<file path="config.mk">
export PLATFORM = sky130hd
export DESIGN_NAME = sseg_multi_display_flat
export DESIGN_NICKNAME = d
export VERILOG_FILES = /design/src/rtl/sseg_pkg.sv /design/src/rtl/sseg_multi_display_if.sv /design/src/rtl/hex_to_sseg.sv /design/src/rtl/sseg_multi_display.sv /design/src/flat_wrapper.sv
export SDC_FILE = /design/constraint.sdc
export NUM_CORES = 1
export LEC_CHECK = 0
export ABC_CLOCK_PERIOD_IN_PS = 6300
export CORE_MARGIN = 2
export CORE_UTILIZATION = 40
export CTS_BUF_LIST = sky130_fd_sc_hd__clkbuf_16
export DETAILED_ROUTE_END_ITERATION = 10
export PLACE_DENSITY = 0.68
export SYNTH_ARGS = -nofsm -noshare
export SYNTH_HDL_FRONTEND = slang
export SYNTH_SLANG_ARGS = --single-unit
export TNS_END_PERCENT = 20
</file>
<file path="constraint.sdc">
create_clock -name clk -period 6.3 [get_ports clk]
set_input_delay 0.945 -clock clk [delete_from_list [all_inputs] [get_ports clk]]
set_output_delay 0.945 -clock clk [all_outputs]
set_load 0.01 [all_outputs]
</file>
<file path="src/rtl/sseg_pkg.sv">
// Seven-segment encoding constants shared by the display slice.
package sseg_pkg;

   localparam int unsigned SEG_W = 7;
   localparam int unsigned NIB_W = 4;

   typedef logic [NIB_W-1:0] nibble_t;
   typedef logic [SEG_W-1:0] seg_t;

   // Active-low gfedcba patterns indexed by hex value.
   localparam seg_t SEG_TABLE [16] = '{
      7'h40, 7'h79, 7'h24, 7'h30, 7'h19, 7'h12, 7'h02, 7'h78,
      7'h00, 7'h10, 7'h08, 7'h03, 7'h46, 7'h21, 7'h06, 7'h0E
   };

   localparam seg_t BLANK = 7'h7F;

endpackage

</file>
<file path="src/rtl/sseg_multi_display_if.sv">
// Bus bundle between the display block and its host.
interface sseg_multi_display_if #(
   parameter int unsigned DIGITS = 4
);
   logic                  sel;
   logic [4*DIGITS-1:0]   data_in;
   logic [4*DIGITS-1:0]   data_out;
   logic                  load;
   logic [DIGITS-1:0]     blink_en;
   logic                  blank;
   logic [7*DIGITS-1:0]   seg;
   logic                  ack;

   modport master (
      output sel, data_in, data_out, load, blink_en, blank,
      input  seg, ack
   );

   modport slave (
      input  sel, data_in, data_out, load, blink_en, blank,
      output seg, ack
   );
endinterface

</file>
<file path="src/rtl/hex_to_sseg.sv">
// Combinational hex nibble to active-low segment decoder.
module hex_to_sseg
   import sseg_pkg::*;
(
   input  nibble_t nibble,
   output seg_t    seg_c
);

   // Table lookup of the segment pattern.
   always_comb begin
      seg_c = SEG_TABLE[nibble];
   end

endmodule

</file>
<file path="src/rtl/sseg_multi_display.sv">
// Multi-digit hex display: shadow capture, blink, leading-zero blanking.
module sseg_multi_display
   import sseg_pkg::*;
#(
   parameter int unsigned DIGITS      = 4,
   parameter int unsigned BLINK_DIV   = 25_000_000,
   parameter int unsigned LZ_SUPPRESS = 1
) (
   input  logic                 clk,
   input  logic                 rst,
   sseg_multi_display_if.slave  bus
);

   localparam int unsigned DATA_W = NIB_W * DIGITS;
   localparam int unsigned OUT_W  = SEG_W * DIGITS;
   localparam int unsigned CNT_W  = $clog2(BLINK_DIV);

   logic [DATA_W-1:0] shadow;
   logic [CNT_W-1:0]  cnt;
   logic              phase;
   logic [DIGITS-1:0] lz;
   logic              nz_above;
   seg_t              dec [DIGITS];
   logic [OUT_W-1:0]  seg_next;

   // Shadow register and capture acknowledge.
   always_ff @(posedge clk or posedge rst) begin
      if (rst) begin
         shadow <= '0;
         bus.ack <= 1'b0;
      end else begin
         bus.ack <= bus.load;
         if (bus.load) begin
            shadow <= bus.sel ? bus.data_out : bus.data_in;
         end
      end
   end

   // Free-running blink divider; phase flips on each wrap.
   always_ff @(posedge clk or posedge rst) begin
      if (rst) begin
         cnt   <= '0;
         phase <= 1'b0;
      end else if (cnt == CNT_W'(BLINK_DIV - 1)) begin
         cnt   <= '0;
         phase <= ~phase;
      end else begin
         cnt <= cnt + CNT_W'(1);
      end
   end

   // One decoder per digit.
   for (genvar g = 0; g < int'(DIGITS); g++) begin : g_dec
      hex_to_sseg u_dec (
         .nibble (shadow[NIB_W*g +: NIB_W]),
         .seg_c  (dec[g])
      );
   end

   // Leading-zero mask: digit i blanks if it and every digit above are zero; digit 0 never blanks.
   always_comb begin
      lz       = '0;
      nz_above = 1'b0;
      for (int i = int'(DIGITS) - 1; i > 0; i--) begin
         if (shadow[NIB_W*i +: NIB_W] != nibble_t'(0)) begin
            nz_above = 1'b1;
         end
         lz[i] = (LZ_SUPPRESS != 0) && !nz_above;
      end
   end

   // Per-digit priority: blank, blink-off, leading zero, decoded value.
   always_comb begin
      seg_next = '0;
      for (int i = 0; i < int'(DIGITS); i++) begin
         if (bus.blank) begin
            seg_next[SEG_W*i +: SEG_W] = BLANK;
         end else if (bus.blink_en[i] && phase) begin
            seg_next[SEG_W*i +: SEG_W] = BLANK;
         end else if (lz[i]) begin
            seg_next[SEG_W*i +: SEG_W] = BLANK;
         end else begin
            seg_next[SEG_W*i +: SEG_W] = dec[i];
         end
      end
   end

   // Registered segment outputs.
   always_ff @(posedge clk or posedge rst) begin
      if (rst) begin
         bus.seg <= {DIGITS{BLANK}};
      end else begin
         bus.seg <= seg_next;
      end
   end

endmodule

</file>
<file path="src/flat_wrapper.sv">
// flat-port wrapper written by rule: the top's interface ports become plain ports
module sseg_multi_display_flat import sseg_pkg::*;
#(
   parameter int unsigned DIGITS      = 4,
   parameter int unsigned BLINK_DIV   = 25_000_000,
   parameter int unsigned LZ_SUPPRESS = 1
)
  (clk, rst, bus_sel, bus_data_in, bus_data_out, bus_load, bus_blink_en, bus_blank, bus_seg, bus_ack);
  sseg_multi_display_if #(.DIGITS(DIGITS)) bus_i ();
  input  logic clk;
  input  logic rst;
  input wire logic [$bits(bus_i.sel)-1:0] bus_sel;
  input wire logic [$bits(bus_i.data_in)-1:0] bus_data_in;
  input wire logic [$bits(bus_i.data_out)-1:0] bus_data_out;
  input wire logic [$bits(bus_i.load)-1:0] bus_load;
  input wire logic [$bits(bus_i.blink_en)-1:0] bus_blink_en;
  input wire logic [$bits(bus_i.blank)-1:0] bus_blank;
  output wire logic [$bits(bus_i.seg)-1:0] bus_seg;
  output wire logic [$bits(bus_i.ack)-1:0] bus_ack;
  assign bus_i.sel = bus_sel;
  assign bus_i.data_in = bus_data_in;
  assign bus_i.data_out = bus_data_out;
  assign bus_i.load = bus_load;
  assign bus_i.blink_en = bus_blink_en;
  assign bus_i.blank = bus_blank;
  assign bus_seg = bus_i.seg;
  assign bus_ack = bus_i.ack;
  sseg_multi_display #(.DIGITS(DIGITS), .BLINK_DIV(BLINK_DIV), .LZ_SUPPRESS(LZ_SUPPRESS)) u_core (.clk(clk), .rst(rst), .bus(bus_i));
endmodule
</file>
==> results of run 1 <==
worst max-delay path, delay by kind of cell (launching register included):
| kind | cells | cell delay (ps) |
|---|---|---|
| AND/OR/NAND/NOR | 2 | 380 |
| AO/OA/AOI/OAI | 2 | 1030 |
| buffers and inverters | 1 | 150 |
| flip-flops | 1 | 450 |
| adder cells (fa/ha/maj) | 1 | 260 |
flip-flops by register name, summed over array words and instances (netlist names):
name,cells
u_core.bus.seg,28
u_core.bus.ack,1
u_core.phase,1
u_core.shadow,16
u_core.cnt,25
final timing paths:
| check | endpoint | slack [ps] | depth (start not counted) |
|---|---|---|---|
| worst min-delay path | u_core.cnt[0]$_DFF_PP0_ | 500 | 1 |
| worst max register to register | u_core.bus.seg[11]$_DFF_PP1_ | 3920 | 6 |
| max in group asynchronous | u_core.shadow[9]$_DFFE_PP0P_ | 4530 | 3 |
| min in group asynchronous | u_core.cnt[24]$_DFF_PP0_ | 1210 | 3 |
| worst max-delay path | u_core.bus.seg[11]$_DFF_PP1_ | 3920 | 6 |
| worst min register to register | u_core.cnt[0]$_DFF_PP0_ | 500 | 1 |
routing by layer:
layer	GRT usage, %	wire [um]	vias up
met3	5.49	467	7
li1	-	-	1514
met1	21.8	3750	1467
met4	5.06	96	0
met2	27.0	3960	56
met5	0	0	-
cell families after synthesis:
logic type                 after synthesis
AOI/OAI and AO/OA                       87
xor gates and xnor gates                14
adders and majority gates               29
buffers and inverters                   37
DFF                                     71
muxes                                   19
and+or+nand+nor                        132
cell usage in the layout (no fill, tap or decap), types with 10 or more instances in the layout:
cell,n
clkdlybuf4s50_1,69
dfrtp_1,43
nor2_1,31
ha_1,29
dfstp_2,28
nand2_1,27
a21oi_1,26
o211ai_1,22
nand3_1,18
mux2i_1,18
inv_1,17
o21ai_0,13
xnor2_1,10
power groups by stage:
| stage | registers [mW] | clock network, mW | logic, mW |
|---|---|---|---|
| floorplan | 0.543 | 0 | 0.114 |
| global placement | 0.550 | 0 | 0.200 |
| detailed placement | 0.551 | 0 | 0.204 |
| CTS | 0.544 | 0.443 | 0.205 |
| global route | 0.551 | 0.462 | 0.227 |
| finish | 0.544 | 0.429 | 0.203 |
cell type report:
cell class                      instances  area share, %
Multi-Input combinational cell        281           39.4
Sequential cell                        71           36.7
Timing Repair Buffer                   71           14.3
Clock buffer                            9           4.56
Tap cell                              133           3.37
Inverter                               15           1.14
Clock inverter                          7          0.558
stage by stage:
stage	cell area (um^2)	setup WS (ps)
after floorplan	3900	3600
after global placement	4680	3710
after detailed placement	4680	3640
after CTS	4940	3850
after global routing	4940	3640
final	4940	3920
cells in the mapped netlist (2+ instances only):
| cell type | n | share of area, % |
|---|---|---|
| o21ai_0 | 13 | 1.7 |
| nand3_1 | 18 | 2.3 |
| o31ai_1 | 5 | 0.96 |
| nor4_1 | 3 | 0.48 |
| dfrtp_1 | 43 | 28 |
| nor3_1 | 3 | 0.38 |
| o21a_1 | 4 | 0.77 |
| nor3b_1 | 2 | 0.38 |
| a21oi_1 | 26 | 3.3 |
| or2_2 | 2 | 0.32 |
| xnor2_1 | 10 | 2.2 |
| or4_1 | 5 | 0.96 |
| a211oi_1 | 2 | 0.38 |
| nor2_1 | 31 | 3.0 |
| inv_1 | 15 | 1.4 |
| nor2b_1 | 6 | 0.96 |
| and3_1 | 2 | 0.32 |
| dfstp_2 | 28 | 19 |
| nand4_1 | 7 | 1.1 |
| o311ai_0 | 9 | 2.0 |
| mux2i_1 | 18 | 4.6 |
| buf_2 | 5 | 0.64 |
| nand2b_1 | 7 | 1.1 |
| and2_1 | 3 | 0.48 |
| or3_1 | 5 | 0.80 |
| ha_1 | 29 | 9.3 |
| nand3b_1 | 3 | 0.58 |
| xor2_1 | 4 | 0.90 |
| o211ai_1 | 22 | 4.2 |
| o221ai_1 | 3 | 0.67 |
| clkbuf_1 | 16 | 1.5 |
| nand2_1 | 27 | 2.6 |
| and4_1 | 5 | 1.1 |
==> reports/qor.txt, run 1 <==
Run status -> finished, final reports clean
Crit path max fanout -> 7
Final Setup Violations -> 0
Pwr/cell area -> 238 nW/um^2
P_int -> 0.873 mW
Setup Total Neg Slack -> 0 ps
Slew Limit Fails -> 0
Cell Rows -> 36
Synthesized flop and latch total -> 71
Layout cells sized above 1 -> 10.1%
Tot Pwr -> 1.18 mW
Port-buffer cells -> 69
Final core occ -> 51.2%
Hold Vio Cnt, Final -> 0
Via count of the first global-routing pass -> 2910
Postcts setup bufs -> 0
Post-synthesis compound-gate area fraction -> 14.7%
Post-CTS sizing -> 0
CTS Sinks -> 71
Worst Setup SP -> u_core.shadow[12]$_DFFE_PP0P_
Slew @ Worst Pin -> 1080 ps
Worst Min Path Start -> u_core.cnt[0]$_DFF_PP0_
Post-synthesis sequential area ratio -> 46.4%
Ys async rst share -> 100%
Placer Congestion -> 0.885
Worst Setup Path Type -> reg -> reg
Die footprint -> 10600 um^2
Max clock buf depth -> 2
Nature of the critical path endpoint -> flop
Post-route ant nets -> 0
Post-synthesis xor/xnor area fraction -> 3.14%
Flop pwr share -> 46.3%
Placed Cells -> 571
Initial Util -> 40.5%
Req. time, crit path -> 6500 ps
Netlist cell types -> 41
First-pass GRT wire length -> 14000 um
Post-synth EDFFs -> 0
Post-Syn Nets -> 459
Hold buffers post-CTS -> 0
Combinational Power Share -> 17.2%
Sw Share -> 25.8%
Gr ovfl total -> 0
Num ports -> 70
Syn Area/Cell -> 10.0 um^2
Fin Hold WS -> 505 ps
Slew headroom -> 28.0%
Max cap viols -> 0
CTS clk-pin slew, worst paths -> 50 ps
Mux contribution to synthesized area -> 4.91%
Routed WL per cell -> 14.1 um
Final worst-path cycle share -> 37.8%
DR vias/cell -> 5.19
Worst-Skew Late Latency -> 330 ps
Yosys Warn Count -> 0
Pin count of the biggest net entering global routing -> 72
# DRC -> 0
CP peak stage delay -> 770 ps
DRT Wirelength -> 8270 um
Area occupied by multi-input gates -> 1940 um^2
Crit path cell chain -> inv_1 -> ha_1 -> nor3b_1 -> and3_1 -> a221oi_1 -> o221ai_1
Clock power share -> 36.5%
FF/Latch Area -> 1810 um^2
GR Util All Layers -> 16.8%
Leak Pwr -> 2.09 nW
Top_reg_cell synth -> dfrtp_1
Main combinational cell family by area after synthesis -> simple AND/OR/NAND/NOR gates
Initial DRT Pass Iterations -> 4
Layout Cells excl Fill -> 587
HP Class -> reg -> reg
Simple-Gate Fraction of Synth Area -> 17.8%
Antenna Cells -> 0
Crit start category -> flop
Crit Reg-Reg Startpoint -> u_core.shadow[12]$_DFFE_PP0P_
Post-layout min period -> 2380 ps
Die width -> 103 um
FMAX -> 420 MHz
Starting DRC count in detailed routing -> 83
TritonCTS clock tree -> yes
Htree depth -> 3
Slowest CP cell -> a221oi_1
Initial antenna violation count -> 0
Fill cell count -> 913
Netlist Area Pre-Place -> 3900 um^2
CP arrival -> 2580 ps
Vias post-DR -> 3044
Clock Root Buffer -> clkbuf_16
RSZ-0062 raised after global routing -> false
Post-synthesis cell count -> 389
Core ar. -> 9640 um^2
Adder-cell share of the synthesized area -> 9.30%
Total CTS buffers -> 9
Die height -> 103 um
Switch Pwr -> 0.303 mW
Area Growth Syn to Fin -> 26.5%
Fin nets -> 519
Worst VDD drop -> 0.148 mV
HPWL Detailed -> 5810 um
Fin Clk Skew -> 8.77 ps
Note: power is estimated with default switching activity, not from simulation.
==> run 2, diff against run 1 <==
Settings changed: ABC_CLOCK_PERIOD_IN_PS 6300 to 2400.
Clock period 6.3 ns to 2.4 ns, I/O delays scaled along.
==> run 2 against run 1 <==
  * Routed wire length down 4.1%
  * Critical path depth is 1 lower
  * Combinational power grew to 2.7 times the previous value
  * Critical endpoint is now u_core.cnt[24]$_DFF_PP0_
  * Maximum frequency increased by 16%
  * Via count up 1.1%
  * Largest power group unchanged
  * Final area up 2.6%
  * Final cell count grew 1.0%
  * Flip-flop and latch count stayed put
  * Global-route usage shrank 0.45 points
==> reports/qor.txt, run 2 (synthesis results as in run 1) <==
Initial Util -> 40.5%
Fin Clk Skew -> 10.6 ps
DR vias/cell -> 5.19
HP Class -> in -> async
Routed WL per cell -> 13.4 um
Final Cell Area -> 5060 um^2
M3 GR Usage -> 4.75%
Crit path max fanout -> 9
Initial antenna violation count -> 0
Post-layout min period -> 2040 ps
Clock Root Buffer -> clkbuf_16
Antenna Cells -> 0
Die footprint -> 10600 um^2
Worst Setup Path Type -> reg -> reg
Slew headroom -> 64.2%
Vias post-DR -> 3076
Crit Reg-Reg Startpoint -> u_core.cnt[0]$_DFF_PP0_
Max cap viols -> 0
Crit start category -> flop
CTS clk-pin slew, worst paths -> 50 ps
First-pass GRT wire length -> 13600 um
Cell Rows -> 36
Nature of the critical path endpoint -> flop
Slew @ Worst Pin -> 538 ps
GR Util All Layers -> 16.4%
Htree depth -> 3
Core ar. -> 9640 um^2
CTS Sinks -> 71
Placer Congestion -> 0.820
Setup Total Neg Slack -> 0 ps
FMAX -> 489 MHz
Worst-Skew Late Latency -> 330 ps
Hold buffers post-CTS -> 0
Num ports -> 70
Post-route ant nets -> 0
RSZ-0062 raised after global routing -> false
Die width -> 103 um
Leak Pwr -> 2.15 nW
GRT busiest layer -> met2
Initial DRT Pass Iterations -> 5
HPWL Detailed -> 5850 um
Pin count of the biggest net entering global routing -> 34
Largest register FFs -> 28
Grt met2 use -> 26.7%
CP peak stage delay -> 520 ps
Slew Limit Fails -> 0
CP arrival -> 2290 ps
Placed cell area -> 4750 um^2
Port-buffer cells -> 69
Die height -> 103 um
Gr ovfl total -> 0
Req. time, crit path -> 2650 ps
DRT Wirelength -> 7940 um
Run status -> finished, final reports clean
Reg with most FFs -> u_core.bus.seg
Tot Pwr -> 3.32 mW
Max clock buf depth -> 2
Via count of the first global-routing pass -> 2920
Most frequent cells in the layout -> clkdlybuf4s50_1, dfrtp_1, nor2_1
Largest registers -> u_core.bus.seg: 28 flops, u_core.cnt: 25 flops, u_core.shadow: 16 flops
Postcts setup bufs -> 0
Pwr/cell area -> 655 nW/um^2
Total CTS buffers -> 9
Area Growth Syn to Fin -> 29.8%
Worst VDD drop -> 0.286 mV
TritonCTS clock tree -> yes
Final worst-path cycle share -> 85.2%
Starting DRC count in detailed routing -> 161
Final Setup Violations -> 0
Slowest CP cell -> or3_1
Post-CTS sizing -> 0
Hold Vio Cnt, Final -> 0
Worst Setup SP -> u_core.cnt[0]$_DFF_PP0_
Fin nets -> 525
Met1 GRT Util -> 21.3%
Crit path cell chain -> ha_1 -> nand3_1 -> or3_1 -> or4_1 -> a21oi_1
# DRC -> 0
Layout cells sized above 1 -> 12.2%
Commonest non-fill, non-tap cell in the layout -> clkdlybuf4s50_1
[run 2: changes by cell type in the layout (fill, tap and decap cells not counted), sizes merged]
cell / before / now
buf: 2 / 8
bufinv: 0 / 1
clkbuf: 9 / 10
clkinv: 4 / 3
inv: 18 / 17
[run 2: worst max-delay path: cells and delay by family, from the launching register on]
| kind | cells | cell delay (ps) |
|---|---|---|
| AO/OA/AOI/OAI | 1 | 150 |
| flip-flops | 1 | 400 |
| AND/OR/NAND/NOR | 3 | 1210 |
| adder cells (fa/ha/maj) | 1 | 220 |
[run 2: worst paths after layout]
| check | end | slack, ps | cells past startpoint |
|---|---|---|---|
| max in group asynchronous | u_core.bus.seg[17]$_DFF_PP1_ | 1410 | 3 |
| hold reg to reg | u_core.cnt[0]$_DFF_PP0_ | 510 | 1 |
| setup reg to reg | u_core.cnt[24]$_DFF_PP0_ | 360 | 5 |
| hold / removal | u_core.cnt[22]$_DFF_PP0_ | 400 | 2 |
| setup / recovery | u_core.cnt[24]$_DFF_PP0_ | 360 | 5 |
| min in group clk | u_core.cnt[0]$_DFF_PP0_ | 510 | 1 |
[run 2: where the power goes]
group,internal [mW],total [mW],switching (mW)
sequential,1.33,1.43,0.0988
clock,0.861,1.35,0.492
combinational,0.299,0.540,0.240
total,2.49,3.32,0.831
[run 2: cell type report]
class | instances | area, um^2
clock buffer | 10 | 250
clock inverter | 6 | 60.1
fill | 887 | 4570
inverter | 15 | 56.3
multi-input combinational | 281 | 1940
sequential | 71 | 1810
tap | 133 | 166
timing repair buffer | 77 | 776
[run 2: metal layers]
layer / vias up / routed length [um]
met5: - / 0
met3: 7 / 449
met1: 1472 / 3570
li1: 1528 / -
met4: 0 / 64
met2: 69 / 3850
[run 2: metrics by stage]
| stage | hold WS [ps] | setup slack [ps] | instances | utilization, % |
|---|---|---|---|---|
| after detailed placement | 500 | 366 | 577 | 49.3 |
| after global routing | 431 | 212 | 593 | 52.5 |
| final | 395 | 355 | 593 | 52.5 |
| after CTS | 411 | 354 | 593 | 52.5 |
| after global placement | 480 | 426 | 577 | 49.3 |
| after floorplan | 391 | 290 | 389 | - |
